$ cat config.mk
export PLATFORM = sky130hd
export DESIGN_NAME = bcd_serial_adder
export DESIGN_NICKNAME = d
export VERILOG_FILES = /design/src/rtl/bcd_serial_adder.sv
export SDC_FILE = /design/constraint.sdc
export NUM_CORES = 1
export LEC_CHECK = 0
export CAP_MARGIN = 30
export CORE_MARGIN = 1
export CORE_UTILIZATION = 30
export DETAILED_ROUTE_END_ITERATION = 12
export GPL_ROUTABILITY_DRIVEN = 0
export REMOVE_ABC_BUFFERS = 1
export SLEW_MARGIN = 25
export SYNTH_ARGS = -nofsm -noshare
export SYNTH_HDL_FRONTEND = slang
export SYNTH_SLANG_ARGS = --single-unit
$ cat constraint.sdc
create_clock -name Clock -period 3.5 [get_ports Clock]
set_input_delay 0.35 -clock Clock [delete_from_list [all_inputs] [get_ports Clock]]
set_output_delay 0.35 -clock Clock [all_outputs]
set_load 0.01 [all_outputs]
$ cat src/rtl/bcd_serial_adder.sv
// bcd_serial_adder: multi-digit packed-BCD adder/subtractor, one digit per clock, LSD first.
//
// Ports:
//   Clock    in   system clock, rising edge
//   Resetn   in   synchronous active-low reset
//   Start    in   start request, sampled only in IDLE
//   Mode     in   0 = add (X+Y+Cin), 1 = subtract (X-Y-Cin)
//   Cin      in   carry-in (add) / borrow-in (subtract)
//   X, Y     in   packed BCD operands, digit 0 in [3:0]
//   Accum    in   (BCD_ACCUM_EN only) take X from the current result S
//   S        out  packed BCD result, updated only when the operation completes
//   Cout     out  add: decimal carry-out; subtract: 1 = no borrow
//   Busy     out  operation in progress
//   Done     out  one-cycle result-valid pulse
//   Invalid  out  an operand digit of the last operation was > 9
//
// Optional feature macro: BCD_ACCUM_EN (adds the Accum input for running totals).
module bcd_serial_adder #(
    parameter int DIGITS = 4,
    parameter int IW     = 3
) (
    input  logic                Clock,
    input  logic                Resetn,
    input  logic                Start,
    input  logic                Mode,
    input  logic                Cin,
    input  logic [4*DIGITS-1:0] X,
    input  logic [4*DIGITS-1:0] Y,
`ifdef BCD_ACCUM_EN
    input  logic                Accum,
`endif
    output logic [4*DIGITS-1:0] S,
    output logic                Cout,
    output logic                Busy,
    output logic                Done,
    output logic                Invalid
);

    typedef enum logic [1:0] {StIdle, StRun, StDone} state_e;

    state_e              r_state;
    state_e              w_state_next;

    logic [4*DIGITS-1:0] r_x;
    logic [4*DIGITS-1:0] r_y;
    logic [4*DIGITS-1:0] r_res;
    logic                r_mode;
    logic                r_c;
    logic [IW-1:0]       r_idx;
    logic                r_inv_acc;
    logic [4*DIGITS-1:0] r_s;
    logic                r_cout;
    logic                r_invalid;

    logic [3:0]          w_xd;
    logic [3:0]          w_yd;
    logic [4:0]          w_t;
    logic [3:0]          w_digit;
    logic                w_carry;
    logic                w_bad;
    logic                w_last;
    logic [4*DIGITS+3:0] w_cat;
    logic [4*DIGITS-1:0] w_res_next;
    logic [4*DIGITS-1:0] w_x_src;

    // Operands are shifted right each RUN cycle, so the current digit is always at [3:0].
    always_comb begin
        w_xd    = r_x[3:0];
        w_yd    = r_mode ? (4'd9 - r_y[3:0]) : r_y[3:0];
        w_t     = {1'b0, w_xd} + {1'b0, w_yd} + {4'b0000, r_c};
        w_carry = (w_t > 5'd9);
        // (t + 6) mod 16 only depends on t[3:0]
        w_digit = w_carry ? (w_t[3:0] + 4'd6) : w_t[3:0];
        w_bad   = (r_x[3:0] > 4'd9) | (r_y[3:0] > 4'd9);
        w_last  = (r_idx == IW'(DIGITS - 1));
        // New digit enters at the top; after DIGITS shifts digit 0 sits in [3:0].
        w_cat      = {w_digit, r_res};
        w_res_next = w_cat[4*DIGITS+3:4];
    end

`ifdef BCD_ACCUM_EN
    assign w_x_src = Accum ? r_s : X;
`else
    assign w_x_src = X;
`endif

    // State register
    always_ff @(posedge Clock) begin
        if (!Resetn) begin
            r_state <= StIdle;
        end else begin
            r_state <= w_state_next;
        end
    end

    // Next-state logic
    always_comb begin
        w_state_next = r_state;
        unique case (r_state)
            StIdle:  if (Start) w_state_next = StRun;
            StRun:   if (w_last) w_state_next = StDone;
            StDone:  w_state_next = StIdle;
            default: w_state_next = StIdle;
        endcase
    end

    // Outputs decoded from state
    always_comb begin
        Busy = (r_state == StRun);
        Done = (r_state == StDone);
    end

    // Datapath
    always_ff @(posedge Clock) begin
        if (!Resetn) begin
            r_x       <= '0;
            r_y       <= '0;
            r_res     <= '0;
            r_mode    <= 1'b0;
            r_c       <= 1'b0;
            r_idx     <= '0;
            r_inv_acc <= 1'b0;
            r_s       <= '0;
            r_cout    <= 1'b0;
            r_invalid <= 1'b0;
        end else begin
            case (r_state)
                StIdle: begin
                    if (Start) begin
                        r_x       <= w_x_src;
                        r_y       <= Y;
                        r_mode    <= Mode;
                        // Subtract is X + (9's complement of Y) + ~borrow
                        r_c       <= Mode ? ~Cin : Cin;
                        r_idx     <= '0;
                        r_inv_acc <= 1'b0;
                    end
                end
                StRun: begin
                    r_x       <= r_x >> 4;
                    r_y       <= r_y >> 4;
                    r_res     <= w_res_next;
                    r_c       <= w_carry;
                    r_idx     <= r_idx + IW'(1);
                    r_inv_acc <= r_inv_acc | w_bad;
                    if (w_last) begin
                        r_s       <= w_res_next;
                        r_cout    <= w_carry;
                        r_invalid <= r_inv_acc | w_bad;
                    end
                end
                default: ;
            endcase
        end
    end

    assign S       = r_s;
    assign Cout    = r_cout;
    assign Invalid = r_invalid;

endmodule

Yosys cells after proc, flatten, opt, wreduce, memory -nomap -nowiden
Index checks and enable logic that the tools add are counted.

storage, ports and cells
  output and inout port bits = 20
  bits of input ports = 37
  logic and storage cells = 49
  register bits after elaboration = 74

operators by class
  bitwise gates (word level) = 3
  multiplexer cells = 16
  order comparisons = 3
  reduce and logical (&&, ||, !) cells = 6
  equal/unequal tests = 5
  add/sub/neg operators = 5

operators with widths
  kind                 count
  $pmux 16 s2          2
  $mux 16              2
  $gt 4x4->1 const B   2
  $mux 4               2
  $reduce_and 2->1     4
  $pmux 3 s2           1
  $add 4x4->5          1
  $add 5x1->5          1
  $gt 5x4->1 const B   1
  $add 4x3->4 const B  1
  $mux 2               2
  $pmux 1 s2           2
  $pmux 2 s2           1
  $sub 4x4->4 const A  1
  $add 3x1->3 const B  1
  $eq 3x2->1 const B   1
  $mux 1               3
  $mux 3               1
  $eq 2x1->1 const B   1
  $eq 2x2->1 const B   1
  $logic_not 2->1      1
  $ne 2x1->1 const B   1
  $ne 2x2->1 const B   1
  $or 1x1->1           2
  other kinds (2)      2

Logic depth before layout (Yosys ltp)
  word-level depth = 6
  gate-level depth with buffers = 11
  depth with buffers taken out = 11

Least setup slack after synthesis
Ideal clock, no wire load.

  kind = register to register
  from = register r_mode
  to = register r_res[13]
  data arrival time = 2.474 ns
  library setup time = 0.074 ns
  path slack = 0.952 ns
  period minus slack after synthesis = 2.548 ns
  cell stages (with the launch flop) = 11
  buffers on the path = 0
  cell sequence = dfxtp_1 xnor2_1 fa_1 inv_1 fa_1 inv_1 ha_1 a22oi_1 and3_4 or4_1 a31oi_1

between the ends
  longest elaborated chain between the ends = 5
  elaborated cells between the ends (all ways) = 6

RTL lines
  what                                              line    source
  start: declaration                                47      logic r_mode;
  start signal: assignment                          132     r_mode <= Mode;
  $mux 4 *                                          69      w_yd = r_mode ? (4'd9 - r_y[3:0]) : r_y[3:0];
  $add 4x4->5 *                                     70      w_t = {1'b0, w_xd} + {1'b0, w_yd} + {4'b0000, r_c};
  $add 5x1->5 *                                     70
  $add 4x3->4 / $gt 5x4->1 (equally long branches)  73, 71
  $mux 4 *                                          73      w_digit = w_carry ? (w_t[3:0] + 4'd6) : w_t[3:0];
  end signal: assignment                            142     r_res <= w_res_next;
  end: declaration                                  46      logic [4*DIGITS-1:0] r_res;

Every way passes the cells marked *; elsewhere a longest branch is shown, timed or not.
A chain may end at the register's enable or synchronous reset.

Worst setup path after layout
  from = register r_y[1]
  to = register r_s[14], in the netlist S[14]

between the ends
  longest elaborated chain between the ends = 6
  elaborated cells between the ends (all ways) = 7

RTL lines
  what                                              line    source
  start: declaration                                45      logic [4*DIGITS-1:0] r_y;
  start signal: assignment                          141     r_y <= r_y >> 4;
  $sub 4x4->4                                       69
  $mux 4 *                                          69
  $add 4x4->5 *                                     70
  $add 5x1->5 *                                     70
  $add 4x3->4 / $gt 5x4->1 (equally long branches)  73, 71
  $mux 4 *                                          73
  end signal: assignment                            147     r_s <= w_res_next;
  end: declaration                                  51      logic [4*DIGITS-1:0] r_s;

Marked as above.

==> tab_implementation.tex <==
\begin{tabular}{lr}
\hline
Metric & Value \\
\hline
\multicolumn{2}{l}{\textbf{Floorplanning}} \\
Area of the core region & around 9700 um\^{}2 \\
Die Span Y & around 100 um \\
Die Footprint & 10430 um\^{}2 \\
\# rows & 36 \\
Die Width & just over 100 um \\
Initial core utilization & 0.3092 \\
I/O Pins & 57 \\
\multicolumn{2}{l}{\textbf{Logic synthesis}} \\
Number of different library cells in the post-synthesis netlist & 36 \\
Mean post-synth cell area & just under 8 um\^{}2 \\
Warnings from Yosys & 0 \\
Dominant cells by area after synthesis & sky130\_fd\_sc\_hd\_\_dfxtp\_1 (47\%), sky130\_fd\_sc\_hd\_\_nand2\_1 (13\%), sky130\_fd\_sc\_hd\_\_a21oi\_1 (6.5\%) \\
Synth Register Bits & 70 \\
Seq/Total Area, Yosys & 0.4659 \\
Combined area of all synthesized cells & 3008 um\^{}2 \\
Proportion of netlist area held by the largest area contributor & 0.4659 \\
Yosys top cell by area & sky130\_fd\_sc\_hd\_\_dfxtp\_1 \\
Number of cells produced by synthesis & 379 \\
\multicolumn{2}{l}{\textbf{Run status}} \\
Result of the run & finished clean \\
\multicolumn{2}{l}{\textbf{Detailed routing}} \\
Average vias per placed instance & 4.744 \\
Number of violations reported at the end of detailed-routing iteration 0 & 118 \\
DRT antenna net count & 0 \\
Number of DRC violations after detailed routing & 0 \\
Detailed Routing Iterations Pass 1 & 4 \\
Vias & 2671 \\
Wire length per cell & 11.79 um \\
Routed wire length & 6635 um \\
\multicolumn{2}{l}{\textbf{STA}} \\
Final-report max-slew violation count & 0 \\
Worst-Margin Slew & between 700 and 800 ps \\
Final period demand of the worst path & between 2000 and 3000 ps \\
Part of the cycle the worst path needs & 0.8102 \\
Achievable frequency & about 0.35 GHz \\
RSZ-0062 raised after global routing & no \\
Worst hold slack across all endpoints & between 400 and 500 ps \\
Hold violation total from the final report & 0 \\
Fin Clk Skew & between 8 and 9 ps \\
Max-slew headroom at the worst pin & 0.5059 \\
Final setup violation count & 0 \\
\multicolumn{2}{l}{\textbf{GRT}} \\
Vias in the first global route & about 2300 \\
Overflow left after global routing & 0 \\
Initial antenna violation count & 0 \\
First-pass GRT wire length & about 11000 um \\
All-layer global routing usage & 0.1343 \\
Maximum number of pins on one net before global-route repair & between 70 and 80 \\
\multicolumn{2}{l}{\textbf{Pwr}} \\
Sum of internal, switching and leakage power & 1856 uW \\
VDD IR max & approximately 0.00025 V \\
Ratio of total power to cell area & approximately 480 nW/um\^{}2 \\
Leakage power total & 0.001421 uW \\
\multicolumn{2}{l}{\textbf{Clocking}} \\
Post-cts repair resize count & 0 \\
Number of clock sinks & 70 \\
Deepest level of the CTS H-tree & 3 \\
Number of buffers added to fix hold violations after cts & 0 \\
Buffers inserted by post-CTS timing repair & 0 \\
Clock Tree Buf Depth & 2 \\
Clock Latency Late Sink & 340 ps \\
Clock transition at the registers of the reported paths & 70 ps \\
TritonCTS clock tree & built \\
Inserted Clock Buffers & 9 \\
Buffer cell driving the clock tree root & sky130\_fd\_sc\_hd\_\_clkbuf\_8 \\
\multicolumn{2}{l}{\textbf{Cells and area}} \\
Number of fillers in the final layout & $\sim$1000 \\
Number of nets in the final layout & roughly 470 \\
Most frequent cells in the layout & sky130\_fd\_sc\_hd\_\_nand2\_1 (102), sky130\_fd\_sc\_hd\_\_dfxtp\_1 (70), sky130\_fd\_sc\_hd\_\_clkdlybuf4s50\_1 (56) \\
Antenna fix cells & 0 \\
Area growth syn-to-layout & 28.87\% \\
Ratio of cells with drive above 1 in the final layout & 0.06279 \\
Leading cell type in the layout, fill and taps excluded & sky130\_fd\_sc\_hd\_\_nand2\_1 \\
\multicolumn{2}{l}{\textbf{Setup path}} \\
Largest delay contributor family on the critical path & compound AO/OA/AOI/OAI gates \\
Worst path cell trace & inv\_1 > ha\_1 > nand2\_1 > o21ai\_0 > ha\_1 > xnor2\_1 > ha\_1 > a22oi\_1 > a31oi\_1 > o221ai\_1 > a21oi\_1 \\
Reg-to-reg slack, setup & approximately 660 ps \\
WS Path Type & reg -> reg \\
Dominant cell type by count on the critical path & sky130\_fd\_sc\_hd\_\_ha\_1 \\
Data arrival time of the critical path & just over 3000 ps \\
Reg-to-reg critical path startpoint & r\_y[1] \\
Critical path's slowest cell & sky130\_fd\_sc\_hd\_\_dfxtp\_1 \\
Data required time at the worst endpoint & 3700 ps \\
Stage delay of the slowest cell on the critical path & 440 ps \\
WP buf/inv & 1 \\
Worst reg2reg path depth & 11 \\
Capturing element type of the critical path & flip-flop \\
Sort of element at the start of the critical path & flip-flop \\
CP Max Fanout & 5 \\
Worst reg2reg endpoint & S[14] \\
\multicolumn{2}{l}{\textbf{Hold path}} \\
Hold Startpoint & r\_res[4] \\
Depth of the worst hold-timing path & 2 \\
Hold endpoint & S[0] \\
Path category of the worst min-delay check & reg -> reg \\
\multicolumn{2}{l}{\textbf{Placement}} \\
HPWL Detailed & between 4000 and 5000 um \\
Buffers added on ports & 56 \\
\multicolumn{2}{l}{\textbf{Run}} \\
Max-cap violation count & 0 \\
\hline
\end{tabular}
## per-layer routing
metal  vias to the layer above  track usage  wire length, um
met2                        56       0.2173             2947
met4                         0      0.05275               93
met3                        10      0.03557              309
met1                      1210       0.1705             3284
li1                       1395            -                -
met5                         -            0                0
## state kept, by name, indices dropped and copies added (netlist names)
signal and cells:
Cout 1, Invalid 1, S 16, r_c 1, r_idx 3, r_inv_acc 1, r_mode 1, r_res 12
r_state 2, r_x 16, r_y 16
## where the power goes
group | total [uW] | internal, uW | switching [uW]
clock network | 655 | 365 | 290
logic | 326 | 142 | 184
registers | 875 | 844 | 31.1
total | 1860 | 1350 | 505
## cells by family (layout without fill, tap and decap cells)
kind of cell | Yosys count | in the layout | synth area share
AND/OR/NAND/NOR | 167 | 167 | 0.2284
AO/OA/AOI/OAI | 90 | 90 | 0.1963
flip-flops | 70 | 70 | 0.4659
buffers and inverters | 36 | 87 | 0.04534
adder cells (fa/ha/maj) | 9 | 9 | 0.04243
XOR/XNOR | 4 | 4 | 0.01165
multiplexers | 3 | 3 | 0.009984
## stage by stage
step | TNS (ps) | std cells | setup slack, ps | cell area (um^2) | utilization
final | 0 | 563 | 664.3 | 3876 | 0.3984
after global routing | 0 | 563 | 479.1 | 3876 | 0.3984
after CTS | 0 | 563 | 674.8 | 3876 | 0.3984
after detailed placement | 0 | 547 | 737.2 | 3676 | 0.3778
after global placement | 0 | 547 | 845.0 | 3676 | 0.3778
after floorplan | -3446 | 353 | -353.4 | 2909 | -
## Yosys cell counts
master / number
sky130_fd_sc_hd__nand2_1: 102
sky130_fd_sc_hd__dfxtp_1: 70
sky130_fd_sc_hd__nor2_1: 42
sky130_fd_sc_hd__a21oi_1: 39
sky130_fd_sc_hd__a311oi_1: 21
sky130_fd_sc_hd__clkbuf_1: 19
sky130_fd_sc_hd__nand3_1: 11
sky130_fd_sc_hd__inv_1: 9
sky130_fd_sc_hd__a211oi_1: 8
sky130_fd_sc_hd__ha_1: 7
sky130_fd_sc_hd__o21ai_0: 7
sky130_fd_sc_hd__buf_1: 6
sky130_fd_sc_hd__a31oi_1: 4
sky130_fd_sc_hd__xnor2_1: 4
sky130_fd_sc_hd__mux2i_1: 3
sky130_fd_sc_hd__o221ai_1: 3
sky130_fd_sc_hd__a21o_2: 2
sky130_fd_sc_hd__a22oi_1: 2
sky130_fd_sc_hd__and2_1: 2
sky130_fd_sc_hd__fa_1: 2
sky130_fd_sc_hd__a21o_1: 1
sky130_fd_sc_hd__a22o_1: 1
sky130_fd_sc_hd__a41oi_1: 1
sky130_fd_sc_hd__and2_0: 1
sky130_fd_sc_hd__and2_2: 1
sky130_fd_sc_hd__and3_4: 1
sky130_fd_sc_hd__and3b_1: 1
sky130_fd_sc_hd__buf_2: 1
sky130_fd_sc_hd__clkinv_1: 1
sky130_fd_sc_hd__nand2b_1: 1
sky130_fd_sc_hd__nand3b_1: 1
sky130_fd_sc_hd__nor2b_1: 1
sky130_fd_sc_hd__nor4_1: 1
sky130_fd_sc_hd__o21bai_1: 1
sky130_fd_sc_hd__or3_4: 1
sky130_fd_sc_hd__or4_1: 1
## worst max-delay path by stage
stage	from	endpoint	slack [ps]	depth (start not counted)
after floorplan	r_state[1]	S[13]	-350	5
after global placement	r_mode	r_res[13]	840	10
after detailed placement	r_mode	S[14]	740	10
after CTS	r_y[1]	S[14]	670	11
after global routing	r_y[1]	S[14]	480	11
final	r_y[1]	S[14]	660	11
## area by class of cell
cell class,instances,area [um^2],share of cell area
inverter,10,37.54,0.009684
sequential,70,1401,0.3615
clock buffer,12,155.1,0.04003
tap,133,166.4,0.04293
multi-input combinational,273,1473,0.3799
timing repair buffer,61,598.1,0.1543
clock inverter,4,45.04,0.01162
## worst register-to-register path: stages (launching register included)
cell and delay [ps]:
sky130_fd_sc_hd__dfxtp_1 440, sky130_fd_sc_hd__inv_1 70, sky130_fd_sc_hd__ha_1 290, sky130_fd_sc_hd__nand2_1 60, sky130_fd_sc_hd__o21ai_0 80, sky130_fd_sc_hd__ha_1 340
sky130_fd_sc_hd__xnor2_1 190, sky130_fd_sc_hd__ha_1 250, sky130_fd_sc_hd__a22oi_1 370, sky130_fd_sc_hd__a31oi_1 240, sky130_fd_sc_hd__o221ai_1 270, sky130_fd_sc_hd__a21oi_1 90
No activity file was read; power rests on OpenSTA's default activity.
